<file path="src/rtl/intr_pkg.sv">
// Shared definitions for the interrupt controller: FSM state encoding,
// interrupt code constants and the pending-bit to code mapping.
package intr_pkg;

  typedef enum logic [1:0] {
    ST_IDLE    = 2'd0,
    ST_REQUEST = 2'd1,
    ST_SERVICE = 2'd2
  } intr_state_t;

  localparam int CODE_NONE     = 0;
  localparam int CODE_TIMER    = 1;
  localparam int CODE_IRQ_BASE = 2;

  // Pending bit 0 is the timer; bit i+1 is external line i.
  function automatic int code_of_bit(input int bit_idx);
    return (bit_idx == 0) ? CODE_TIMER : CODE_IRQ_BASE + bit_idx - 1;
  endfunction

endpackage

</file>
<file path="src/rtl/temporizador_quantum.sv">
// Preemption quantum timer: armed by a user-mode entry, disarmed by a
// kernel-mode entry, and fires a one-cycle expire pulse when the counter
// reaches QUANTUM-1. Counting only advances while count_en is high.
module temporizador_quantum #(
  parameter int QUANTUM = 1000
) (
  input  logic clock,
  input  logic rst,
  input  logic user_mode,
  input  logic kernel_mode,
  input  logic count_en,
  output logic expire
);

  localparam int CNT_W = (QUANTUM > 2) ? $clog2(QUANTUM) : 1;

  logic [CNT_W-1:0] count_reg;
  logic             armed_reg;

  // The edge that would bring the count to QUANTUM-1 is the expiry edge;
  // a mode pulse in that cycle takes precedence and restarts/stops the timer.
  assign expire = armed_reg && count_en && !user_mode && !kernel_mode &&
                  (count_reg == CNT_W'(QUANTUM - 2));

  // Counter and armed flag; userMode beats kernelMode when both are high.
  always_ff @(posedge clock) begin
    if (!rst) begin
      count_reg <= '0;
      armed_reg <= 1'b0;
    end else if (user_mode) begin
      count_reg <= '0;
      armed_reg <= 1'b1;
    end else if (kernel_mode || expire) begin
      count_reg <= '0;
      armed_reg <= 1'b0;
    end else if (armed_reg && count_en) begin
      count_reg <= count_reg + 1'b1;
    end
  end

endmodule

</file>
<file path="src/rtl/controlador_de_interrupcao.sv">
// Interrupt controller, responder side of the control unit handshake.
// Collects sticky requests, raises intr with the highest-priority code,
// captures the PC on inta and holds code/PC until clearIntr.
// Optional build macro: TIMER_INTR_EN compiles in the quantum timer
// (pending bit 0, code 1); without it userMode/kernelMode are unused.
module controlador_de_interrupcao
  import intr_pkg::*;
#(
  parameter int NUM_SRC = 4,
  parameter int QUANTUM = 1000,
  parameter int DATA_W  = 32
) (
  input  logic                clock,
  input  logic                rst,
  input  logic [NUM_SRC-1:0]  irq,
  input  logic                userMode,
  input  logic                kernelMode,
  input  logic                inta,
  input  logic                clearIntr,
  input  logic [DATA_W-1:0]   pc,
  output logic                intr,
  output logic [DATA_W-1:0]   intrCode,
  output logic [DATA_W-1:0]   intrPc,
  output logic [NUM_SRC:0]    pending
);

  intr_state_t         state_reg;
  logic                intr_reg;
  logic [DATA_W-1:0]   code_reg;
  logic [DATA_W-1:0]   pc_reg;
  logic [NUM_SRC:0]    pending_reg;
  logic [NUM_SRC:0]    pending_next;
  logic [NUM_SRC:0]    clr_mask;
  logic [DATA_W-1:0]   best_code;
  logic                timer_expire;

  assign intr     = intr_reg;
  assign intrCode = code_reg;
  assign intrPc   = pc_reg;
  assign pending  = pending_reg;

`ifdef TIMER_INTR_EN
  temporizador_quantum #(
    .QUANTUM (QUANTUM)
  ) u_timer (
    .clock       (clock),
    .rst         (rst),
    .user_mode   (userMode),
    .kernel_mode (kernelMode),
    .count_en    (state_reg == ST_IDLE),
    .expire      (timer_expire)
  );
`else
  localparam int unused_quantum = QUANTUM;
  logic unused_timer;
  assign timer_expire = 1'b0;
  assign unused_timer = ^{userMode, kernelMode, clr_mask[0], timer_expire};
`endif

  // End of service clears only the bit belonging to the code in flight.
  genvar gi;
  generate
    for (gi = 0; gi <= NUM_SRC; gi++) begin : g_clr
      assign clr_mask[gi] = (state_reg == ST_SERVICE) && clearIntr &&
                            (code_reg == DATA_W'(code_of_bit(gi)));
    end
  endgenerate

  // Lowest pending index wins; scan downward so the last hit is the lowest.
  always_comb begin
    best_code = DATA_W'(CODE_NONE);
    for (int i = NUM_SRC; i >= 0; i--) begin
      if (pending_reg[i]) best_code = DATA_W'(code_of_bit(i));
    end
  end

  // Sticky pending: a request in the clearing cycle keeps the bit set.
  always_comb begin
    pending_next = '0;
    pending_next[NUM_SRC:1] = irq | (pending_reg[NUM_SRC:1] & ~clr_mask[NUM_SRC:1]);
`ifdef TIMER_INTR_EN
    pending_next[0] = timer_expire | (pending_reg[0] & ~clr_mask[0]);
`else
    pending_next[0] = 1'b0;
`endif
  end

  // Pending register update.
  always_ff @(posedge clock) begin
    if (!rst) pending_reg <= '0;
    else      pending_reg <= pending_next;
  end

  // Handshake FSM: raise request, capture PC on acknowledge, hold until cleared.
  always_ff @(posedge clock) begin
    if (!rst) begin
      state_reg <= ST_IDLE;
      intr_reg  <= 1'b0;
      code_reg  <= DATA_W'(CODE_NONE);
      pc_reg    <= '0;
    end else begin
      case (state_reg)
        ST_IDLE: begin
          if (|pending_reg) begin
            code_reg  <= best_code;
            intr_reg  <= 1'b1;
            state_reg <= ST_REQUEST;
          end
        end
        ST_REQUEST: begin
          if (inta) begin
            pc_reg    <= pc;
            intr_reg  <= 1'b0;
            state_reg <= ST_SERVICE;
          end
        end
        ST_SERVICE: begin
          if (clearIntr) begin
            code_reg  <= DATA_W'(CODE_NONE);
            state_reg <= ST_IDLE;
          end
        end
        default: begin
          state_reg <= ST_IDLE;
          intr_reg  <= 1'b0;
        end
      endcase
    end
  end

endmodule

</file>
<file path="config.mk">
export PLATFORM = sky130hd
export DESIGN_NAME = controlador_de_interrupcao
export DESIGN_NICKNAME = d
export VERILOG_FILES = /design/src/rtl/intr_pkg.sv /design/src/rtl/temporizador_quantum.sv /design/src/rtl/controlador_de_interrupcao.sv
export SDC_FILE = /design/constraint.sdc
export NUM_CORES = 1
export LEC_CHECK = 0
export CAP_MARGIN = 20
export CORE_MARGIN = 5
export CORE_UTILIZATION = 35
export CTS_CLUSTER_SIZE = 40
export DETAILED_ROUTE_END_ITERATION = 8
export GPL_ROUTABILITY_DRIVEN = 0
export GPL_TIMING_DRIVEN = 0
export PLACE_DENSITY = 0.87
export SYNTH_ARGS = -nofsm -noshare
export SYNTH_HDL_FRONTEND = slang
export SYNTH_SLANG_ARGS = --single-unit
</file>
<file path="constraint.sdc">
create_clock -name clock -period 1.6 [get_ports clock]
set_input_delay 0.32 -clock clock [delete_from_list [all_inputs] [get_ports clock]]
set_output_delay 0.32 -clock clock [all_outputs]
set_load 0.03 [all_outputs]
</file>
==> results by group, run 1 <==
Run status
  • Status: finished, final reports clean

Clock network
  • H-tree levels: 2
  • CTS Buffer Depth: 2
  • Clk slew on worst S/H paths: 70 ps
  • CTS root buffer: clkbuf_8
  • Cts repair resizes: 40
  • Postcts setup bufs: 0
  • Total CTS buffers: 5
  • Worst skew pair latency: 290 ps
  • Hold_buf cts: 0
  • # clock sinks: 42
  • CTS tree: built

Timing
  • Worst hold slack: 339 ps
  • FMAX: 671 MHz
  • Hold Violations, Final: 0
  • Tmin final: 1490 ps
  • Fin crit share: 93.2%
  • Clock skew: 6.60 ps
  • RSZ-0062 raised after global routing: no
  • Pins Over Slew Limit: 0
  • Final setup violation count: 0

Placement
  • DP Wirelength: 3.75 mm
  • Placed Cells: 403
  • Port Buf Inserts: 78

Worst setup path
  • R2R setup slack: 360 ps
  • WP data arrival: 1170 ps
  • Critical path's top delay family: flip-flops
  • CP max FO: 5
  • Slowest CP cell: dfxtp_1
  • CP startpoint: pending[2]$_SDFF_PN0_
  • Crit Path Category: flop to primary output
  • Crit start category: flop
  • WP buf/inv: 1
  • CP required: 1280 ps
  • CP max stage delay: 460 ps
  • Worst R2R Start: state_reg[0]$_SDFFE_PN0P_
  • Crit path cell chain: dlygate4sd2_1
  • Critical Path Sink Type: primary output

Floorplan
  • Initial core utilization: 36.4%
  • DIE WIDTH: 83.1 microns
  • Row count: 26
  • Die Area: 6900 sq um
  • Total core area: 5140 sq um
  • Die Height: 83.1 microns
  • I/O pin count: 112

Drt
  • Avg Vias per Cell: 4.31
  • Via count: 1772
  • Final wirelength: 4.83 mm
  • Antenna viol nets, final: 0
  • Drt drc: 0
  • Iter 0 DRT Violations: 38
  • Routed length per instance: 11.8 microns
  • First-pass DRT Iterations: 4

Logic synthesis
  • Area contributors post-synth: dfxtp_1 (45%), nand2_1 (13%), buf_4 (13%), a21oi_1 (8.0%), buf_8 (2.4%)
  • Mapped Area: 1870 sq um
  • Ys Warns: 0
  • Synth top area share: 45.0%
  • Cell count after synthesis: 226
  • Leading area contributor after synthesis: dfxtp_1
  • Seq/Total Area, Yosys: 45.0%
  • Mean area per synthesized cell: 8.27 sq um
  • Seq cells post-synth: 42
  • Count of different cell masters after synthesis: 30

Worst hold path
  • Hold Startpoint: rst
  • Hold WC Path Type: input pin to flop

Pwr
  • Worst VDD drop: 0.000381 V
  • P_leak: 1.34 nW
  • Cell area power density: 872 nW/um^2

Global route
  • First-pass GRT wire length: 7.78 mm
  • Pin count of the biggest net entering global routing: 13
  • Congestion Overflow GR: 0
  • Vias in the first global route: 1646
  • Initial antenna violation count: 0
  • Total track usage: 13.4%

Layout
  • Final #Nets: 382
  • Max reg flops: 32
  • Area grow syn2layout: 54.5%
  • Antenna Cells: 0
  • Share of layout cells above drive strength 1: 16.1%
  • Final non-filler cell total: 411

Flow run
  • Max_cap viols: 0
metal layers:
layer  up-vias  routed length [microns]  track usage [%]
li1        907                        -                -
met1       790                     2010             14.7
met2        68                     2400             24.3
met3         7                      377             5.25
met4         0                       51             2.82
met5         -                        0                0
layout make-up:
cell class	count	area (sq um)
timing repair buffer	78	731
multi-input combinational	168	796
fill	512	2250
inverter	2	7.51
clock inverter	1	5.00
clock buffer	7	86.3
sequential	42	841
buffer	43	334
tap	70	87.6
synth_stat cells:
master and number:
o211ai_1 1, buf_2 3, conb_1 1, a21oi_2 5, buf_8 3, nor2b_1 1, clkbuf_1 3, nand3_1 1
nand3b_1 2, nor2_1 8, nand3b_2 1, clkinv_1 1, nor4_4 1, nand2_1 66, o21ai_1 1, buf_6 2
a2111oi_2 1, a31oi_1 2, a21oi_1 30, inv_1 1, o21ai_0 7, o22ai_1 1, o31ai_1 1, buf_4 32
and3b_1 2, a211oi_1 2, and2_1 1, dfxtp_1 42, nand2b_1 2, nor4_1 2
per-stage QoR:
stage	area (sq um)	power (W)	worst slack, ps	utilization [%]	TNS (ps)
after floorplan	1980	0.00163	416	-	0
after global placement	2850	0.00189	26.9	55.4	0
after detailed placement	2850	0.00190	-14.7	55.4	-16.7
after CTS	2890	0.00256	90.0	56.2	0
after global routing	2890	0.00266	51.3	56.2	0
final	2890	0.00252	109	56.2	0
report_power, final:
part,total [W],internal (W),switching [W]
registers,0.00116,0.00111,0.0000454
logic,0.000677,0.000281,0.000396
clock network,0.000685,0.000348,0.000337
total,0.00252,0.00174,0.000778
kinds of logic (layout without fill, tap and decap cells):
group           after synthesis  after routing  share of synthesized area (%)
simple gates                 87             87                           20.6
other cells                   1             30                          0.201
buf+inv                      45            131                           18.3
flops                        42             42                           45.0
compound gates               51             51                           15.9
final timing paths:
kind,to,cells past startpoint
max,pending[2],1
min,pending[1]$_SDFF_PN0_,3
max reg2reg,intrPc[20]$_SDFFE_PN0P_,5
min reg2reg,intrPc[13]$_SDFFE_PN0P_,2
cells in the final DEF (no fill, tap or decap), drive strengths merged:
cell,Yosys,routed
dlygate4sd2,0,40
o22ai,1,1
o31ai,1,1
clkbuf,3,10
clkdlybuf4s50,0,38
clkinv,1,2
a211oi,2,2
a2111oi,1,1
nand3,1,1
nor4,3,3
o211ai,1,1
nand2b,2,2
o21ai,8,8
conb,1,30
a21oi,35,35
nor2b,1,1
nor2,8,8
buf,40,40
inv,1,1
a31oi,2,2
nand3b,3,3
nand2,66,66
dfxtp,42,42
and3b,2,2
and2,1,1
Note: power is estimated with default switching activity, not from simulation.
==> inputs of run 2 (changes only) <==
clock period = 1.7 ns   (was 1.6 ns; I/O delays follow)
==> run 2 against run 1 <==
Compared with the run above: sequential cell count unchanged; critical endpoint is now intrPc[6]; first-iteration DRC count decreased by 7.9%; largest power group unchanged; setup slack got worse by 59 ps; sequential share of layout area decreased by 0.43 points; routed wire length decreased by 0.50%; hold slack improved by 19 ps; largest cell class unchanged; sequential power decreased by 6%; global-route usage about the same; combinational power decreased by 1%.
==> results by group, run 2 (same netlist as run 1, synthesis figures left out) <==
Drt
  • Via count: 1774
  • Drt drc: 0
  • Avg Vias per Cell: 4.32
  • Routed length per instance: 11.7 microns
  • Iter 0 DRT Violations: 35
  • First-pass DRT Iterations: 4
  • WL met3: 378 microns
  • Uppermost layer routed: met4
  • Met2 wire len: 2.39 mm
  • Final wirelength: 4.81 mm
  • DRT met1 WL: 1.98 mm
  • Antenna viol nets, final: 0

Pwr
  • Worst VDD drop: 0.000362 V
  • P_leak: 1.22 nW
  • Power after layout: 0.00240 W
  • Cell area power density: 819 nW/um^2

Layout
  • Area grow syn2layout: 56.8%
  • Fill cells: 492
  • Highest-count cells in the layout ignoring fill and taps: clkdlybuf4s50_1 (70), nand2_1 (66), dfxtp_1 (42)
  • Commonest non-fill, non-tap cell in the layout: clkdlybuf4s50_1
  • Final #Nets: 382
  • Share of layout cells above drive strength 1: 16.1%
  • Antenna Cells: 0
  • Max reg flops: 32

Clock network
  • Cts repair resizes: 7
  • Postcts setup bufs: 0
  • CTS tree: built
  • Total CTS buffers: 5
  • H-tree levels: 2
  • # clock sinks: 42
  • CTS root buffer: clkbuf_8
  • Worst skew pair latency: 290 ps
  • Clk slew on worst S/H paths: 80 ps
  • CTS Buffer Depth: 2
  • Hold_buf cts: 0

Global route
  • Pin count of the biggest net entering global routing: 13
  • Total track usage: 13.4%
  • Initial antenna violation count: 0
  • Vias in the first global route: 1647
  • Congestion Overflow GR: 0
  • First-pass GRT wire length: 7.76 mm

Worst setup path
  • Crit path cell chain: clkdlybuf4s50_1
  • Critical path's top delay family: buffers and inverters
  • R2R setup slack: 460 ps
  • Critical Path Sink Type: primary output
  • WP data arrival: 1310 ps
  • CP required: 1360 ps
  • Crit Path Category: flop to primary output
  • Worst R2R Start: state_reg[0]$_SDFFE_PN0P_
  • WP buf/inv: 1
  • Crit start category: flop
  • CP startpoint: intrPc[6]$_SDFFE_PN0P_
  • CP max FO: 2
  • Slowest CP cell: clkdlybuf4s50_1
  • CP max stage delay: 690 ps

Timing
  • Pins Over Slew Limit: 0
  • Final setup violation count: 0
  • Clock skew: 7.31 ps
  • RSZ-0062 raised after global routing: no
  • Setup TNS: 0 ps
  • Tmin final: 1650 ps
  • FMAX: 606 MHz
  • Fin crit share: 97.1%
  • Hold Violations, Final: 0

Floorplan
  • Row count: 26
  • Total core area: 5140 sq um
  • DIE WIDTH: 83.1 microns
  • Initial core utilization: 36.4%
  • Die Height: 83.1 microns
  • I/O pin count: 112
  • Die Area: 6900 sq um

Run status
  • Status: finished, final reports clean

Worst hold path
  • Hold Startpoint: rst
  • Hold WC Path Type: input pin to flop

Placement
  • Port Buf Inserts: 78
  • DP Wirelength: 3.75 mm

Flow run
  • Max_cap viols: 0
==> run 2: changes by cell type in the layout (fill, tap and decap cells not counted), sizes merged <==
cell           previous run  this run
dlygate4sd2              40         7
dlymetal6s2s              0         1
clkdlybuf4s50            38        70
==> run 2: stage by stage <==
step | instances | setup slack (ps) | util (%) | hold WS [ps] | cell area (sq um)
final | 411 | 49.4 | 57.0 | 358 | 2930
after global placement | 403 | 107 | 55.4 | 441 | 2850
after CTS | 411 | 21.7 | 57.0 | 342 | 2930
after global routing | 411 | 3.51 | 57.0 | 359 | 2930
after detailed placement | 403 | 65.3 | 55.4 | 445 | 2850
after floorplan | 255 | 516 | - | 434 | 1980
==> run 2: power by group <==
| group | switching [W] | total, W | internal, W |
|---|---|---|---|
| combinational | 0.000372 | 0.000667 | 0.000294 |
| clock | 0.000317 | 0.000644 | 0.000328 |
| sequential | 0.0000444 | 0.00109 | 0.00105 |
| total | 0.000733 | 0.00240 | 0.00167 |
==> run 2: cell type report <==
class	count	area (sq um)	share of cell area, %
Buffer	43	334	11.4
Clock buffer	7	86.3	2.94
Clock inverter	1	5.00	0.171
Inverter	2	7.51	0.256
Multi-Input combinational cell	168	796	27.1
Sequential cell	42	841	28.7
Tap cell	70	87.6	2.99
Timing Repair Buffer	78	774	26.4
==> run 2: final timing paths <==
| path | end | cells past startpoint |
|---|---|---|
| hold / removal | pending[1]$_SDFF_PN0_ | 3 |
| setup / recovery | intrPc[6] | 1 |
| hold reg to reg | intrPc[13]$_SDFFE_PN0P_ | 2 |
| setup reg to reg | intrPc[9]$_SDFFE_PN0P_ | 5 |
==> run 2: per-layer routing <==
layer	GRT usage [%]	up-vias
met1	14.7	789
met5	0	-
met3	5.15	7
li1	-	908
met4	2.82	0
met2	24.3	70
